### src/rtl/uart_alu_ctrl.sv
// uart_alu_ctrl: sequencer between the UART receiver/transmitter and the ALU.
// Collects operand A, operand B and opcode bytes, lets the ALU settle for one
// cycle, latches the result and launches a single UART transmission of it.
// An inter-byte timeout abandons stalled frames; bytes arriving while a
// result is in flight are dropped and flagged as overruns.
module uart_alu_ctrl #(
    parameter int NB_DATA     = 8,
    parameter int NB_OP       = 6,
    parameter int TIMEOUT_CYC = 1_000_000,
    parameter int NB_TMO      = 20
) (
    input  logic               i_Clock,
    input  logic               i_reset,
    input  logic               i_rx_done,
    input  logic [NB_DATA-1:0] i_rx_data,
    input  logic               i_tx_active,
    input  logic               i_tx_done,
    input  logic [NB_DATA-1:0] i_alu_result,
    output logic [NB_DATA-1:0] o_alu_a,
    output logic [NB_DATA-1:0] o_alu_b,
    output logic [NB_OP-1:0]   o_alu_op,
    output logic               o_tx_start,
    output logic [NB_DATA-1:0] o_tx_data,
    output logic               o_busy,
    output logic               o_timeout,
    output logic               o_overrun
);

    typedef enum logic [2:0] {
        WAIT_A  = 3'd0,
        WAIT_B  = 3'd1,
        WAIT_OP = 3'd2,
        EXEC    = 3'd3,
        SEND    = 3'd4,
        WAIT_TX = 3'd5
    } state_t;

    state_t              state_reg;
    logic [NB_TMO-1:0]   tmo_cnt_reg;
    logic                tmo_hit;

    // Expiry is detected on the last allowed count; a zero limit removes the
    // timeout entirely so a frame may stall forever.
    generate
        if (TIMEOUT_CYC > 0) begin : g_tmo
            localparam logic [NB_TMO-1:0] TMO_LAST = NB_TMO'(TIMEOUT_CYC - 1);
            assign tmo_hit = (tmo_cnt_reg == TMO_LAST);
        end else begin : g_no_tmo
            assign tmo_hit = 1'b0;
        end
    endgenerate

    // Frame sequencer: state, operand/result registers, pulses and timeout counter.
    always_ff @(posedge i_Clock) begin
        if (i_reset) begin
            state_reg   <= WAIT_A;
            o_alu_a     <= '0;
            o_alu_b     <= '0;
            o_alu_op    <= '0;
            o_tx_data   <= '0;
            o_tx_start  <= 1'b0;
            o_busy      <= 1'b0;
            o_timeout   <= 1'b0;
            o_overrun   <= 1'b0;
            tmo_cnt_reg <= '0;
        end else begin
            // Pulse outputs default low; each is raised for exactly one cycle.
            o_tx_start <= 1'b0;
            o_timeout  <= 1'b0;
            o_overrun  <= 1'b0;

            case (state_reg)
                WAIT_A: begin
                    if (i_rx_done) begin
                        o_alu_a     <= i_rx_data;
                        tmo_cnt_reg <= '0;
                        o_busy      <= 1'b1;
                        state_reg   <= WAIT_B;
                    end
                end

                WAIT_B: begin
                    // A byte arriving on the expiry cycle still wins.
                    if (i_rx_done) begin
                        o_alu_b     <= i_rx_data;
                        tmo_cnt_reg <= '0;
                        state_reg   <= WAIT_OP;
                    end else if (tmo_hit) begin
                        tmo_cnt_reg <= '0;
                        o_timeout   <= 1'b1;
                        o_busy      <= 1'b0;
                        state_reg   <= WAIT_A;
                    end else begin
                        tmo_cnt_reg <= tmo_cnt_reg + NB_TMO'(1);
                    end
                end

                WAIT_OP: begin
                    if (i_rx_done) begin
                        o_alu_op    <= i_rx_data[NB_OP-1:0];
                        tmo_cnt_reg <= '0;
                        state_reg   <= EXEC;
                    end else if (tmo_hit) begin
                        tmo_cnt_reg <= '0;
                        o_timeout   <= 1'b1;
                        o_busy      <= 1'b0;
                        state_reg   <= WAIT_A;
                    end else begin
                        tmo_cnt_reg <= tmo_cnt_reg + NB_TMO'(1);
                    end
                end

                EXEC: begin
                    // The ALU has had one full cycle on the new opcode.
                    o_tx_data <= i_alu_result;
                    o_overrun <= i_rx_done;
                    state_reg <= SEND;
                end

                SEND: begin
                    o_overrun <= i_rx_done;
                    if (!i_tx_active) begin
                        o_tx_start <= 1'b1;
                        state_reg  <= WAIT_TX;
                    end
                end

                WAIT_TX: begin
                    o_overrun <= i_rx_done;
                    if (i_tx_done) begin
                        o_busy    <= 1'b0;
                        state_reg <= WAIT_A;
                    end
                end

                default: begin
                    o_busy    <= 1'b0;
                    state_reg <= WAIT_A;
                end
            endcase
        end
    end

endmodule

### config.mk
export PLATFORM = sky130hd
export DESIGN_NAME = uart_alu_ctrl
export DESIGN_NICKNAME = d
export VERILOG_FILES = /design/src/rtl/uart_alu_ctrl.sv
export SDC_FILE = /design/constraint.sdc
export NUM_CORES = 1
export LEC_CHECK = 0
export CAP_MARGIN = 20
export CORE_MARGIN = 3
export CORE_UTILIZATION = 54
export CTS_CLUSTER_SIZE = 16
export DETAILED_ROUTE_END_ITERATION = 16
export HOLD_SLACK_MARGIN = 0.12
export PLACE_DENSITY = 0.87
export SYNTH_ARGS = -nofsm -noshare
export SYNTH_HDL_FRONTEND = slang
export SYNTH_SLANG_ARGS = --single-unit
### constraint.sdc
create_clock -name i_Clock -period 3.57 [get_ports i_Clock]
set_input_delay 0.8925 -clock i_Clock [delete_from_list [all_inputs] [get_ports i_Clock]]
set_output_delay 0.8925 -clock i_Clock [all_outputs]
set_load 0.01 [all_outputs]
# Word level (Yosys, flattened, before mapping)

Index checks and enable logic that the tools add are counted.

Add/sub/neg operators: 1
Equal/unequal tests: 11
Multiplexer cells: 18
Bitwise gates (word level): 4
Reduce and logical (&&, ||, !) cells: 14

Operator list:

| kind                                          | count |
|---|---|
| two-way mux 20 bit                            | 3 |
| one-hot mux 20 bit (2 select lines)           | 1 |
| adder 20 x 1 -> 20 bit, second input constant | 1 |
| == test 20 bit, second input constant         | 1 |
| two-way mux 3 bit                             | 6 |
| one-hot mux 3 bit (6 select lines)            | 1 |
| != test 2 bit, second input constant          | 4 |
| AND reduction 2 bit                           | 4 |
| OR reduction 2 bit                            | 4 |
| == test 3 x 2 -> 1 bit, second input constant | 2 |
| == test 3 bit, second input constant          | 2 |
| two-way mux 1 bit                             | 6 |
| OR reduction 3 bit                            | 2 |
| AND reduction 5 bit                           | 1 |
| inverter 1 bit                                | 4 |
| one-hot mux 1 bit (4 select lines)            | 1 |
| == test 3 x 1 -> 1 bit, second input constant | 1 |
| zero test 3 bit                               | 1 |
| AND reduction 3 bit                           | 1 |
| != test 2 x 1 -> 1 bit, second input constant | 1 |
| nonzero test 2 bit                            | 1 |

Register bits after elaboration: 57
Output and inout bits: 34
Logic and storage cells: 58

# Depth between registers and ports, before layout

Word-level depth: 4
Depth in mapped cells: 7

# Worst setup path after synthesis

Ideal clock, no wire load.

Path kind: input -> register
Start point: in i_reset
End point: reg tmo_cnt_reg[15]
Data arrival time: 2.193 ns
Setup slack: 1.306 ns
Cell stages on the path: 6
Path through: clkbuf_1 -> or4_1 -> a21oi_4 -> buf_2 -> nand3_1 -> mux2i_1

RTL lines:

| element              | line | text |
|---|---|---|
| from (decl)          | 13   | `input logic i_reset,` |
| to (signal assigned) | 94   | `tmo_cnt_reg <= tmo_cnt_reg + NB_TMO'(1);` |
| to (signal assigned) | 109  | `tmo_cnt_reg <= tmo_cnt_reg + NB_TMO'(1);` |
| to (decl)            | 39   | `logic [NB_TMO-1:0] tmo_cnt_reg;` |

# Final worst setup path

Start point: in i_rx_done
End point: reg tmo_cnt_reg[6]

Cells in the longest elaborated chain, start to end: 2

Ends and longest elaborated chain:

| element                                                                    | line | text |
|---|---|---|
| from (decl)                                                                | 14   | `input logic i_rx_done,` |
| two-way mux 20 bit or != test 2 bit (tied branches)                        | --   |  |
| one-hot mux 20 bit (2 select lines) or AND reduction 2 bit (tied branches) | --   |  |

Several ways; a longest one is shown, not always the timed one.
A chain may end at the register's enable or synchronous reset.

==> impl_metrics.toml <==
[outcome]
status = "completed"

[global_route]
grt_antenna_before_repair = 0
gr-total-overflow = 0
grt_max_degree = 45
grt_pass1_vias = 2177
grt_pass1_wl_um = 9890
track_usage = 0.234

[place]
dp_hpwl_um = 3990
place_inst = 397
pre_cts_slack_ps = 581
port_buffers = 54
place_congestion = 0.865

[route]
routed_wl_um = 6080
drc_errors = 0
drt_iter0_drc = 153
firstDrtPassIters = 5
post_drt_via_cell_ratio = 5.68
wire_per_inst_um = 14.7
num_vias = 2345
final_antenna_net_count = 0

[clock_tree]
clk_pin_slew_ps = 70
clock_path_buffers = 2
htreeDepth = 3
cts-buffers-inserted = 9
clock-sinks = 57
cts_setup_buffers = 0
cts_tree = "built"
cts_hold_buf = 0
root_buffer = "clkbuf_8"
cts_resized = 0
worstSkewPairLatency_ps = 340

[floorplanning]
core_area_um2 = 4410
die_area_um2 = 5470
ios = 55
die_h_um = 74.0
start_util = 0.565
num_rows = 24
fp.dieW_um = 74.0

[cells_and_area]
nFillCells = 319
fin_cells = 413
multi_input_area_um2 = 1270
area_delta_synth_final_pct = 32.5
seqCellArea_um2 = 1140
num_antenna_cells = 0
drive_gt1_frac = 0.0665
largest_reg_flops = 20
finish.utilization = 0.749
nets = 378

[power]
clkPwrFrac = 0.489
p_per_area_nw_per_um2 = 493
vdd_ir_drop_max_mv = 0.371
p_seq_frac = 0.413
power_frac_comb = 0.099
swShare = 0.224
leakage_nw = 1.13
p_int_mw = 1.26
p_sw_mw = 0.365

[critical_path]
regToRegStartpoint = "state_reg[0]"
crit_path_end = "tmo_cnt_reg[6]"
cp-end-kind = "flip-flop"
critical_path.cell_chain = "clkdlybuf4s50_1 > or4_1 > a21oi_4 > o21ai_0 > a31oi_1"
r2r_end = "tmo_cnt_reg[6]"
max_stage_delay_ps = 640
path_max_fanout = 26
arrival_ps = 2970
startpoint_type = "input pin"
worstPathRequired_ps = 3840
ff2ff_path_depth = 5
r2r_slack_ps = 1310
crit_path_top_delay_cell = "or4_1"
path_class = "input pin to flip-flop"
crit_start = "i_rx_done"

[synthesis]
yosysTopAreaCellShare = 0.457
syn_inst = 306
syn_nets = 328
syn_avg_cell_area_um2 = 8.15
synth.area.top_cells = "dfxtp_1 (46%), nand2_1 (10%), a21oi_1 (7.8%), mux2i_1 (4.0%), nor2_1 (3.8%)"
ys_types = 46
synth_ff_type = "dfxtp_1"
syn-cell-area_um2 = 2490
yosysWarnings = 0
synth_edf_count = 0
synth_top_area_cell = "dfxtp_1"
ys_seq_area_frac = 0.457
ys_ff_latch = 57
async_reset_ff_frac = 0

[timing]
hold_viol = 0
setup_viol = 0
period_share = 0.758
tightest_slew_ps = 732
max_clock_freq_mhz = 369
drv_slew = 0
rsz0062_at_grt = "no"
fin_ws_ps = 863
relSlewSlack = 0.508
timing.hold.ws_ps = 454
finalCriticalPeriod_ps = 2710
fin_tns_setup_ps = 0
finalClockSkew_ps = 8.18

[job]
max_cap_violations = 0

[hold_path]
hold_path_class = "flip-flop to flip-flop"
==> power groups by stage <==
stage	clock network (mW)	logic (mW)	registers, mW
global placement	0	0.156	0.685
floorplan	0	0.0850	0.685
CTS	0.796	0.161	0.672
finish	0.796	0.161	0.672
global route	0.824	0.176	0.674
detailed placement	0	0.158	0.686
==> layout make-up <==
class,instances,area share
tap,52,0.0197
inverter,2,0.00227
clock buffer,10,0.0386
timing repair buffer,57,0.170
sequential,57,0.345
multi-input combinational,229,0.385
clock inverter,6,0.0393
==> layer usage <==
layer | vias up | share of wire | routed length [µm] | global-route usage
met3 | 11 | 0.063 | 385 | 0.0703
met4 | 0 | 0.021 | 127 | 0.125
li1 | 1183 | - | - | -
met2 | 62 | 0.47 | 2870 | 0.359
met1 | 1089 | 0.44 | 2700 | 0.296
met5 | - | 0 | 0 | 0
==> worst max-delay path, delay by kind of cell <==
family	cells	cell delay (ps)
AO/OA/AOI/OAI	3	900
AND/OR/NAND/NOR	1	640
buffers and inverters	1	540
==> synth_stat cells, types with 2 or more instances <==
| cell type | number |
|---|---|
| xnor2_1 | 2 |
| a21oi_1 | 39 |
| nand2_1 | 67 |
| nor3_1 | 4 |
| clkbuf_1 | 14 |
| a211oi_1 | 2 |
| a41oi_1 | 2 |
| a22oi_1 | 2 |
| nand3_1 | 10 |
| and3_1 | 4 |
| a22o_1 | 2 |
| o22ai_1 | 2 |
| inv_1 | 2 |
| or3_1 | 3 |
| buf_2 | 2 |
| nand2b_1 | 4 |
| dfxtp_1 | 57 |
| a31oi_1 | 9 |
| nor2_1 | 25 |
| nand4_1 | 6 |
| nor4_1 | 4 |
| mux2i_1 | 10 |
| nor4b_1 | 3 |
| and2_1 | 2 |
| a21boi_0 | 2 |
| o21ai_0 | 7 |
==> cell families after synthesis <==
group                    synth area share
adder cells (fa/ha/maj)           0.00501
multiplexers                       0.0401
AND/OR/NAND/NOR                     0.276
flip-flops                          0.457
AO/OA/AOI/OAI                       0.178
buffers and inverters              0.0326
XOR/XNOR                           0.0105
==> through the flow <==
step | area, µm² | total power, mW
finish | 3310 | 1.63
CTS | 3310 | 1.63
detailed placement | 3050 | 0.844
global route | 3310 | 1.67
global placement | 3050 | 0.840
floorplan | 2490 | 0.770
==> how the worst min path moves through the flow <==
stage | startpoint | endpoint | slack [ps] | cells after the start
6_report | o_tx_data[1] | o_tx_data[1] | 450 | 2
5_1_grt | o_tx_data[4] | o_tx_data[4] | 470 | 2
4_1_cts | o_tx_data[1] | o_tx_data[1] | 460 | 2
3_5_place_dp | o_tx_data[1] | o_tx_data[1] | 450 | 2
3_3_place_gp | o_tx_data[1] | o_tx_data[1] | 440 | 2
2_1_floorplan | tmo_cnt_reg[19] | tmo_cnt_reg[19] | 460 | 2
==> layout by cell type, fill, tap and decap left out, types with 3 or more instances in the layout <==
master            n
and3_1            4
nor4_1            4
a21oi_1          39
o21ai_0           7
nand3_1          10
nor4b_1           3
nor2_1           25
nor3_1            4
buf_4             3
clkdlybuf4s50_1  54
mux2i_1          10
bufinv_16         4
clkbuf_8          9
nand2_1          67
nand2b_1          4
dfxtp_1          57
a31oi_1           9
nand4_1           6
or3_1             3
No activity file was read; power rests on OpenSTA's default activity.
